[src/rtl/issue_operand_ctrl_pkg.sv]
// Shared widths and small helpers for the issue-stage operand sequencer.
package issue_operand_ctrl_pkg;

    localparam int unsigned RegIdxW        = 5;
    localparam int unsigned XLen           = 32;
    localparam int unsigned RobIdxWDefault = 4;

    // An operand only needs resolving when it is used and is not the hardwired x0.
    function automatic logic operand_live(input logic use_rs, input logic [RegIdxW-1:0] rs);
        return use_rs && (rs != '0);
    endfunction

endpackage

[src/rtl/issue_operand_resolve.sv]
// Combinational priority mux resolving one operand: x0/unused, RF value, ROB result, CDB0, CDB1.
module issue_operand_resolve
    import issue_operand_ctrl_pkg::*;
#(
    parameter int unsigned ROB_IDX_W = RobIdxWDefault
) (
    input  logic                 use_i,
    input  logic                 has_dep_i,
    input  logic [XLen-1:0]      val_i,
    input  logic [ROB_IDX_W-1:0] dep_i,
    input  logic                 rob_rdy_i,
    input  logic [XLen-1:0]      rob_val_i,
    input  logic                 cdb0_valid_i,
    input  logic [ROB_IDX_W-1:0] cdb0_rob_id_i,
    input  logic [XLen-1:0]      cdb0_val_i,
    input  logic                 cdb1_valid_i,
    input  logic [ROB_IDX_W-1:0] cdb1_rob_id_i,
    input  logic [XLen-1:0]      cdb1_val_i,
    output logic                 q_valid_o,
    output logic [ROB_IDX_W-1:0] q_o,
    output logic [XLen-1:0]      v_o
);

    always_comb begin
        q_valid_o = 1'b0;
        q_o       = '0;
        v_o       = '0;
        if (!use_i) begin
            v_o = '0;
        end else if (!has_dep_i) begin
            v_o = val_i;
        end else if (rob_rdy_i) begin
            v_o = rob_val_i;
        end else if (cdb0_valid_i && (cdb0_rob_id_i == dep_i)) begin
            v_o = cdb0_val_i;
        end else if (cdb1_valid_i && (cdb1_rob_id_i == dep_i)) begin
            v_o = cdb1_val_i;
        end else begin
            q_valid_o = 1'b1;
            q_o       = dep_i;
        end
    end

endmodule

[src/rtl/issue_operand_ctrl.sv]
// Issue-stage operand sequencer: RF reads, rd renaming, operand resolution and a single-entry
// output packet register that keeps snooping the CDB while stalled.
module issue_operand_ctrl
    import issue_operand_ctrl_pkg::*;
#(
    parameter int unsigned ROB_IDX_W = RobIdxWDefault
) (
    input  logic                 clk_in,
    input  logic                 rst_in,
    input  logic                 rdy_in,
    input  logic                 clear,
    input  logic                 in_valid,
    output logic                 in_ready,
    input  logic [RegIdxW-1:0]   in_rs1,
    input  logic [RegIdxW-1:0]   in_rs2,
    input  logic [RegIdxW-1:0]   in_rd,
    input  logic                 in_use_rs1,
    input  logic                 in_use_rs2,
    input  logic [ROB_IDX_W-1:0] in_rob_id,
    output logic [RegIdxW-1:0]   rf_req_id1,
    output logic [RegIdxW-1:0]   rf_req_id2,
    input  logic [XLen-1:0]      rf_val1,
    input  logic [XLen-1:0]      rf_val2,
    input  logic [ROB_IDX_W-1:0] rf_dep1,
    input  logic [ROB_IDX_W-1:0] rf_dep2,
    input  logic                 rf_has_dep1,
    input  logic                 rf_has_dep2,
    output logic [RegIdxW-1:0]   rf_set_dep_id,
    output logic [ROB_IDX_W-1:0] rf_set_dep,
    output logic [ROB_IDX_W-1:0] rob_qry_id1,
    output logic [ROB_IDX_W-1:0] rob_qry_id2,
    input  logic                 rob_qry_rdy1,
    input  logic                 rob_qry_rdy2,
    input  logic [XLen-1:0]      rob_qry_val1,
    input  logic [XLen-1:0]      rob_qry_val2,
    input  logic                 cdb0_valid,
    input  logic                 cdb1_valid,
    input  logic [ROB_IDX_W-1:0] cdb0_rob_id,
    input  logic [ROB_IDX_W-1:0] cdb1_rob_id,
    input  logic [XLen-1:0]      cdb0_val,
    input  logic [XLen-1:0]      cdb1_val,
    output logic                 out_valid,
    input  logic                 out_ready,
    output logic [ROB_IDX_W-1:0] out_rob_id,
    output logic [RegIdxW-1:0]   out_rd,
    output logic                 out_qj_valid,
    output logic                 out_qk_valid,
    output logic [ROB_IDX_W-1:0] out_qj,
    output logic [ROB_IDX_W-1:0] out_qk,
    output logic [XLen-1:0]      out_vj,
    output logic [XLen-1:0]      out_vk
);

    logic                 valid_q, valid_d;
    logic [ROB_IDX_W-1:0] rob_id_q, rob_id_d;
    logic [RegIdxW-1:0]   rd_q, rd_d;
    logic                 qj_valid_q, qj_valid_d, qk_valid_q, qk_valid_d;
    logic [ROB_IDX_W-1:0] qj_q, qj_d, qk_q, qk_d;
    logic [XLen-1:0]      vj_q, vj_d, vk_q, vk_d;

    logic                 accept;
    logic                 new_qj_valid, new_qk_valid, wake_qj_valid, wake_qk_valid;
    logic [ROB_IDX_W-1:0] new_qj, new_qk, wake_qj, wake_qk;
    logic [XLen-1:0]      new_vj, new_vk, wake_vj, wake_vk;

    assign in_ready = !rst_in && rdy_in && !clear && (!valid_q || out_ready);
    assign accept   = in_valid && in_ready;

    assign rf_req_id1  = in_rs1;
    assign rf_req_id2  = in_rs2;
    assign rob_qry_id1 = rf_dep1;
    assign rob_qry_id2 = rf_dep2;

    // RF reads this cycle still return the pre-rename dep, so rs == rd sees the older producer.
    assign rf_set_dep_id = (accept && (in_rd != '0)) ? in_rd : '0;
    assign rf_set_dep    = (accept && (in_rd != '0)) ? in_rob_id : '0;

    issue_operand_resolve #(.ROB_IDX_W(ROB_IDX_W)) u_resolve_j (
        .use_i        (operand_live(in_use_rs1, in_rs1)),
        .has_dep_i    (rf_has_dep1),
        .val_i        (rf_val1),
        .dep_i        (rf_dep1),
        .rob_rdy_i    (rob_qry_rdy1),
        .rob_val_i    (rob_qry_val1),
        .cdb0_valid_i (cdb0_valid),
        .cdb0_rob_id_i(cdb0_rob_id),
        .cdb0_val_i   (cdb0_val),
        .cdb1_valid_i (cdb1_valid),
        .cdb1_rob_id_i(cdb1_rob_id),
        .cdb1_val_i   (cdb1_val),
        .q_valid_o    (new_qj_valid),
        .q_o          (new_qj),
        .v_o          (new_vj)
    );

    issue_operand_resolve #(.ROB_IDX_W(ROB_IDX_W)) u_resolve_k (
        .use_i        (operand_live(in_use_rs2, in_rs2)),
        .has_dep_i    (rf_has_dep2),
        .val_i        (rf_val2),
        .dep_i        (rf_dep2),
        .rob_rdy_i    (rob_qry_rdy2),
        .rob_val_i    (rob_qry_val2),
        .cdb0_valid_i (cdb0_valid),
        .cdb0_rob_id_i(cdb0_rob_id),
        .cdb0_val_i   (cdb0_val),
        .cdb1_valid_i (cdb1_valid),
        .cdb1_rob_id_i(cdb1_rob_id),
        .cdb1_val_i   (cdb1_val),
        .q_valid_o    (new_qk_valid),
        .q_o          (new_qk),
        .v_o          (new_vk)
    );

    // Held operands go back through the same mux with the ROB path disabled: a resolved
    // operand passes its value through, a pending one picks up a matching broadcast.
    issue_operand_resolve #(.ROB_IDX_W(ROB_IDX_W)) u_wake_j (
        .use_i        (1'b1),
        .has_dep_i    (qj_valid_q),
        .val_i        (vj_q),
        .dep_i        (qj_q),
        .rob_rdy_i    (1'b0),
        .rob_val_i    ('0),
        .cdb0_valid_i (cdb0_valid),
        .cdb0_rob_id_i(cdb0_rob_id),
        .cdb0_val_i   (cdb0_val),
        .cdb1_valid_i (cdb1_valid),
        .cdb1_rob_id_i(cdb1_rob_id),
        .cdb1_val_i   (cdb1_val),
        .q_valid_o    (wake_qj_valid),
        .q_o          (wake_qj),
        .v_o          (wake_vj)
    );

    issue_operand_resolve #(.ROB_IDX_W(ROB_IDX_W)) u_wake_k (
        .use_i        (1'b1),
        .has_dep_i    (qk_valid_q),
        .val_i        (vk_q),
        .dep_i        (qk_q),
        .rob_rdy_i    (1'b0),
        .rob_val_i    ('0),
        .cdb0_valid_i (cdb0_valid),
        .cdb0_rob_id_i(cdb0_rob_id),
        .cdb0_val_i   (cdb0_val),
        .cdb1_valid_i (cdb1_valid),
        .cdb1_rob_id_i(cdb1_rob_id),
        .cdb1_val_i   (cdb1_val),
        .q_valid_o    (wake_qk_valid),
        .q_o          (wake_qk),
        .v_o          (wake_vk)
    );

    assign out_valid    = valid_q;
    assign out_rob_id   = rob_id_q;
    assign out_rd       = rd_q;
    assign out_qj_valid = wake_qj_valid;
    assign out_qj       = wake_qj;
    assign out_vj       = wake_vj;
    assign out_qk_valid = wake_qk_valid;
    assign out_qk       = wake_qk;
    assign out_vk       = wake_vk;

    always_comb begin
        valid_d    = valid_q;
        rob_id_d   = rob_id_q;
        rd_d       = rd_q;
        qj_valid_d = qj_valid_q;
        qj_d       = qj_q;
        vj_d       = vj_q;
        qk_valid_d = qk_valid_q;
        qk_d       = qk_q;
        vk_d       = vk_q;
        if (rdy_in) begin
            if (clear) begin
                valid_d = 1'b0;
            end else if (accept) begin
                valid_d    = 1'b1;
                rob_id_d   = in_rob_id;
                rd_d       = in_rd;
                qj_valid_d = new_qj_valid;
                qj_d       = new_qj;
                vj_d       = new_vj;
                qk_valid_d = new_qk_valid;
                qk_d       = new_qk;
                vk_d       = new_vk;
            end else if (valid_q && out_ready) begin
                valid_d = 1'b0;
            end else if (valid_q) begin
                qj_valid_d = wake_qj_valid;
                qj_d       = wake_qj;
                vj_d       = wake_vj;
                qk_valid_d = wake_qk_valid;
                qk_d       = wake_qk;
                vk_d       = wake_vk;
            end
        end
    end

    always_ff @(posedge clk_in) begin
        if (rst_in) begin
            valid_q    <= 1'b0;
            rob_id_q   <= '0;
            rd_q       <= '0;
            qj_valid_q <= 1'b0;
            qj_q       <= '0;
            vj_q       <= '0;
            qk_valid_q <= 1'b0;
            qk_q       <= '0;
            vk_q       <= '0;
        end else begin
            valid_q    <= valid_d;
            rob_id_q   <= rob_id_d;
            rd_q       <= rd_d;
            qj_valid_q <= qj_valid_d;
            qj_q       <= qj_d;
            vj_q       <= vj_d;
            qk_valid_q <= qk_valid_d;
            qk_q       <= qk_d;
            vk_q       <= vk_d;
        end
    end

endmodule

[config.mk]
export PLATFORM = sky130hd
export DESIGN_NAME = issue_operand_ctrl
export DESIGN_NICKNAME = d
export VERILOG_FILES = /design/src/rtl/issue_operand_ctrl_pkg.sv /design/src/rtl/issue_operand_resolve.sv /design/src/rtl/issue_operand_ctrl.sv
export SDC_FILE = /design/constraint.sdc
export NUM_CORES = 1
export LEC_CHECK = 0
export BUFFER_PORTS_ARGS = -buffer_cell sky130_fd_sc_hd__buf_2
export CAP_MARGIN = 10
export CORE_AREA = 2 2 191 193
export CTS_BUF_LIST = sky130_fd_sc_hd__clkbuf_8
export DETAILED_ROUTE_END_ITERATION = 7
export DIE_AREA = 0 0 193 195
export GPL_ROUTABILITY_DRIVEN = 0
export SETUP_SLACK_MARGIN = 0.3
export SLEW_MARGIN = 10
export SYNTH_ARGS = -nofsm -noshare
export SYNTH_HDL_FRONTEND = slang
export SYNTH_HIERARCHICAL = 1
export SYNTH_SLANG_ARGS = --single-unit
[constraint.sdc]
create_clock -name clk_in -period 2.6 [get_ports clk_in]
set_clock_uncertainty 0.05 [all_clocks]
set_input_delay 0.39 -clock clk_in [delete_from_list [all_inputs] [get_ports clk_in]]
set_output_delay 0.39 -clock clk_in [all_outputs]
set_load 0.01 [all_outputs]
==> impl_metrics.py <==
metrics = {
    "critical_path": {
        "arrival_ps": 2220,
        "worstSetupEndpoint": "out_vk[13]",
        "cp_max_fo": 16,
        "worst_ep_required_time_ps": 2160,
        "crit_start": "qk_q[0]",
        "reg2reg_setup_slack_ps": 470,
        "r2r_start": "qk_q[0]",
        "ff2ff_path_depth": 8,
        "crit_type": "reg -> out",
        "end_kind": "output pin",
        "r2r-end": "vk_q[29]",
        "cp-start-kind": "flop",
    },
    "grt": {
        "use_met3": 0.0728,
        "grt_pass1_wl_um": 77800,
        "antenna_found_initial": 7,
        "grt_pass1_vias": 13088,
        "overflow": 0,
        "met1_usage": 0.346,
        "grt_use_met2": 0.426,
        "grt_util_all_layers": 0.268,
        "grt_busiest_layer": "met2",
        "grt_max_degree": 84,
    },
    "placement": {
        "placed_area_sq_um": 12900,
        "io_buffer_count": 352,
        "dp_slack_ps": 135,
        "hpwl_um": 35600,
    },
    "floorplanning": {
        "chipWidth_um": 193,
        "start_util": 0.298,
        "ios": 353,
        "num_rows": 69,
        "dieHeight_um": 195,
        "dieArea_sq_um": 37600,
        "core_area_sq_um": 35400,
    },
    "timing": {
        "rsz0062_at_grt": "true",
        "hold_slack_ps": 215,
        "setup_viol": 46,
        "slew_violations": 0,
        "fmax_mhz": 376,
        "period_share": 1.02,
        "max-slew-margin-rel": 0.524,
        "min_period_ps": 2660,
        "tightest_slew_ps": 703,
        "fin_ws_ps": -59.3,
        "hold_viol_final": 0,
    },
    "cells_and_area": {
        "regArea_sq_um": 1710,
        "layout_commonest_cell": "nand2_1",
        "fillers": 3676,
        "drive_gt1_frac": 0.348,
        "design_area_sq_um": 14000,
        "mostFrequentLayoutCells": "nand2_1 (404), buf_2 (329), o21ai_0 (131), o211ai_1 (128), a41oi_1 (116)",
        "multi_input_area_sq_um": 8680,
        "fin_nets": 2045,
        "final_util": 0.396,
        "area_delta_synth_final_pct": 33.0,
    },
    "detailed_routing": {
        "wirelength_um": 54200,
        "wire_per_inst_um": 23.8,
        "vias": 14224,
        "first_pass_iters": 7,
        "drtIter0Drc": 1231,
        "drtAntennaViolNets": 0,
        "vias_per_cell": 6.25,
        "route.detailed.drc": 0,
    },
    "outcome": {
        "status": "finished with violations",
        "violations": "setup timing",
    },
    "yosys": {
        "synth.largest_area_cell": "dfxtp_1",
        "synth_warnings": 6,
        "yosysTopAreaCellShare": 0.160,
        "synth.distinct_cells": 36,
        "ys_ff_latch": 84,
        "yosysSeqAreaShare": 0.160,
        "syn_avg_cell_area_sq_um": 6.98,
        "yosys-top-cells-area": "dfxtp_1 (16%), nand2_1 (14%), o22ai_2 (14%)",
        "synthCells": 1509,
        "netlist_area_sq_um": 10500,
    },
    "clock_network": {
        "clk_latency_ps": 400,
        "cts_buffers": 9,
        "cts_sinks": 84,
        "cts-root-buf": "clkbuf_8",
        "htree_levels": 3,
        "clk_path_buf_depth": 2,
        "cts.clk_slew.worst_paths_ps": 100,
        "hold_buffers": 0,
        "cts_tree": "yes",
    },
    "power": {
        "power_density_nw_per_um2": 293,
        "max-vdd-ir-drop_mv": 0.226,
        "p_leak_nw": 4.83,
    },
    "min_path": {
        "hold_path.class": "in -> reg",
    },
    "job": {
        "maxCapViolCount": 0,
    },
}
==> where the power goes <==
group / total (mW) / switching, mW / internal (mW)
Clock: 1.01 / 0.583 / 0.428
Sequential: 1.36 / 0.0416 / 1.32
Combinational: 1.73 / 1.09 / 0.644
Total: 4.11 / 1.71 / 2.40
==> per-layer routing <==
layer	share of wire	wire, um	vias up
met2	0.45	24500	959
met5	0.00085	46	-
li1	-	-	6334
met1	0.40	21700	6765
met4	0.037	1990	6
met3	0.11	5950	160
==> area by class of cell <==
| cell class | instances | area share |
|---|---|---|
| diodes | 6 | 0.00107 |
| clock buffers | 9 | 0.00884 |
| flip-flops and latches | 84 | 0.122 |
| well taps | 461 | 0.0412 |
| multi-input cells | 1268 | 0.620 |
| clock inverters | 7 | 0.00384 |
| repair buffers | 427 | 0.199 |
| inverters | 14 | 0.00384 |
==> worst max-delay path: stages (launching register included) <==
cell	delay (ps)
dfxtp_4	440
xor2_4	190
nor3_4	80
a2111o_2	540
buf_12	230
o22ai_4	160
buf_2	170
==> logic make-up (layout without fill, tap and decap cells) <==
group,count (synthesis),after routing,share of synthesized area
AOI/OAI and AO/OA,694,694,0.525
and+or+nand+nor,474,474,0.190
buffers and inverters,227,457,0.101
DFF,84,84,0.160
xor gates and xnor gates,28,28,0.0233
other,2,78,0.000713
==> Yosys cell counts <==
master and instances:
o22ai_1 8, and3b_1 1, nand2b_1 5, and2_1 8, nor3_1 4, o21ai_0 133, buf_1 9, buf_2 41
nand2_1 404, dfxtp_1 84, conb_1 2, o211ai_1 128, o31ai_1 83, nand4bb_1 1, o22ai_2 120, nand4_1 13
nand3_1 5, nand3b_1 1, nor3_2 4, buf_6 12, a21oi_1 10, nor4b_1 17, a41oi_1 128, and2b_1 1
nor2_1 6, inv_1 14, o21a_1 2, clkbuf_1 131, xnor2_1 12, and4bb_2 1, a31oi_1 74, xor2_1 16
buf_4 20, or4_1 3, a2111o_1 4, o311ai_1 4
==> state kept, by name, summed over array words and instances, names as in the netlist <==
signal,count
qj_valid_q,1
qk_q,4
out_rd,5
vk_q,32
qk_valid_q,1
out_rob_id,4
qj_q,4
out_valid,1
vj_q,32
==> through the flow <==
step	total power, mW	setup TNS [ps]	instances
CTS	3.99	-141	2265
global placement	2.91	0	2240
finish	4.11	-1220	2276
global route	4.28	-4890	2271
floorplan	2.30	0	1579
detailed placement	2.93	0	2240
==> how the worst min path moves through the flow <==
stage	endpoint	depth (start not counted)	slack, ps	from
3_5_place_dp	out_rob_id[2]	2	410	out_rob_id[2]
4_1_cts	out_rob_id[2]	3	180	in_rob_id[2]
5_1_grt	out_rob_id[2]	3	220	in_rob_id[2]
6_report	out_rob_id[2]	3	210	in_rob_id[2]
3_3_place_gp	out_rob_id[2]	2	400	out_rob_id[2]
2_1_floorplan	qj_valid_q	2	400	qj_valid_q
==> repair_timing <==
item	in CTS	in global routing
buffers inserted	8	3
pin swaps	12	10
cloned	1	2
resized for setup	85	53
endpoints found under the setup margin	74	74
Power figures use the tool's default switching activity.
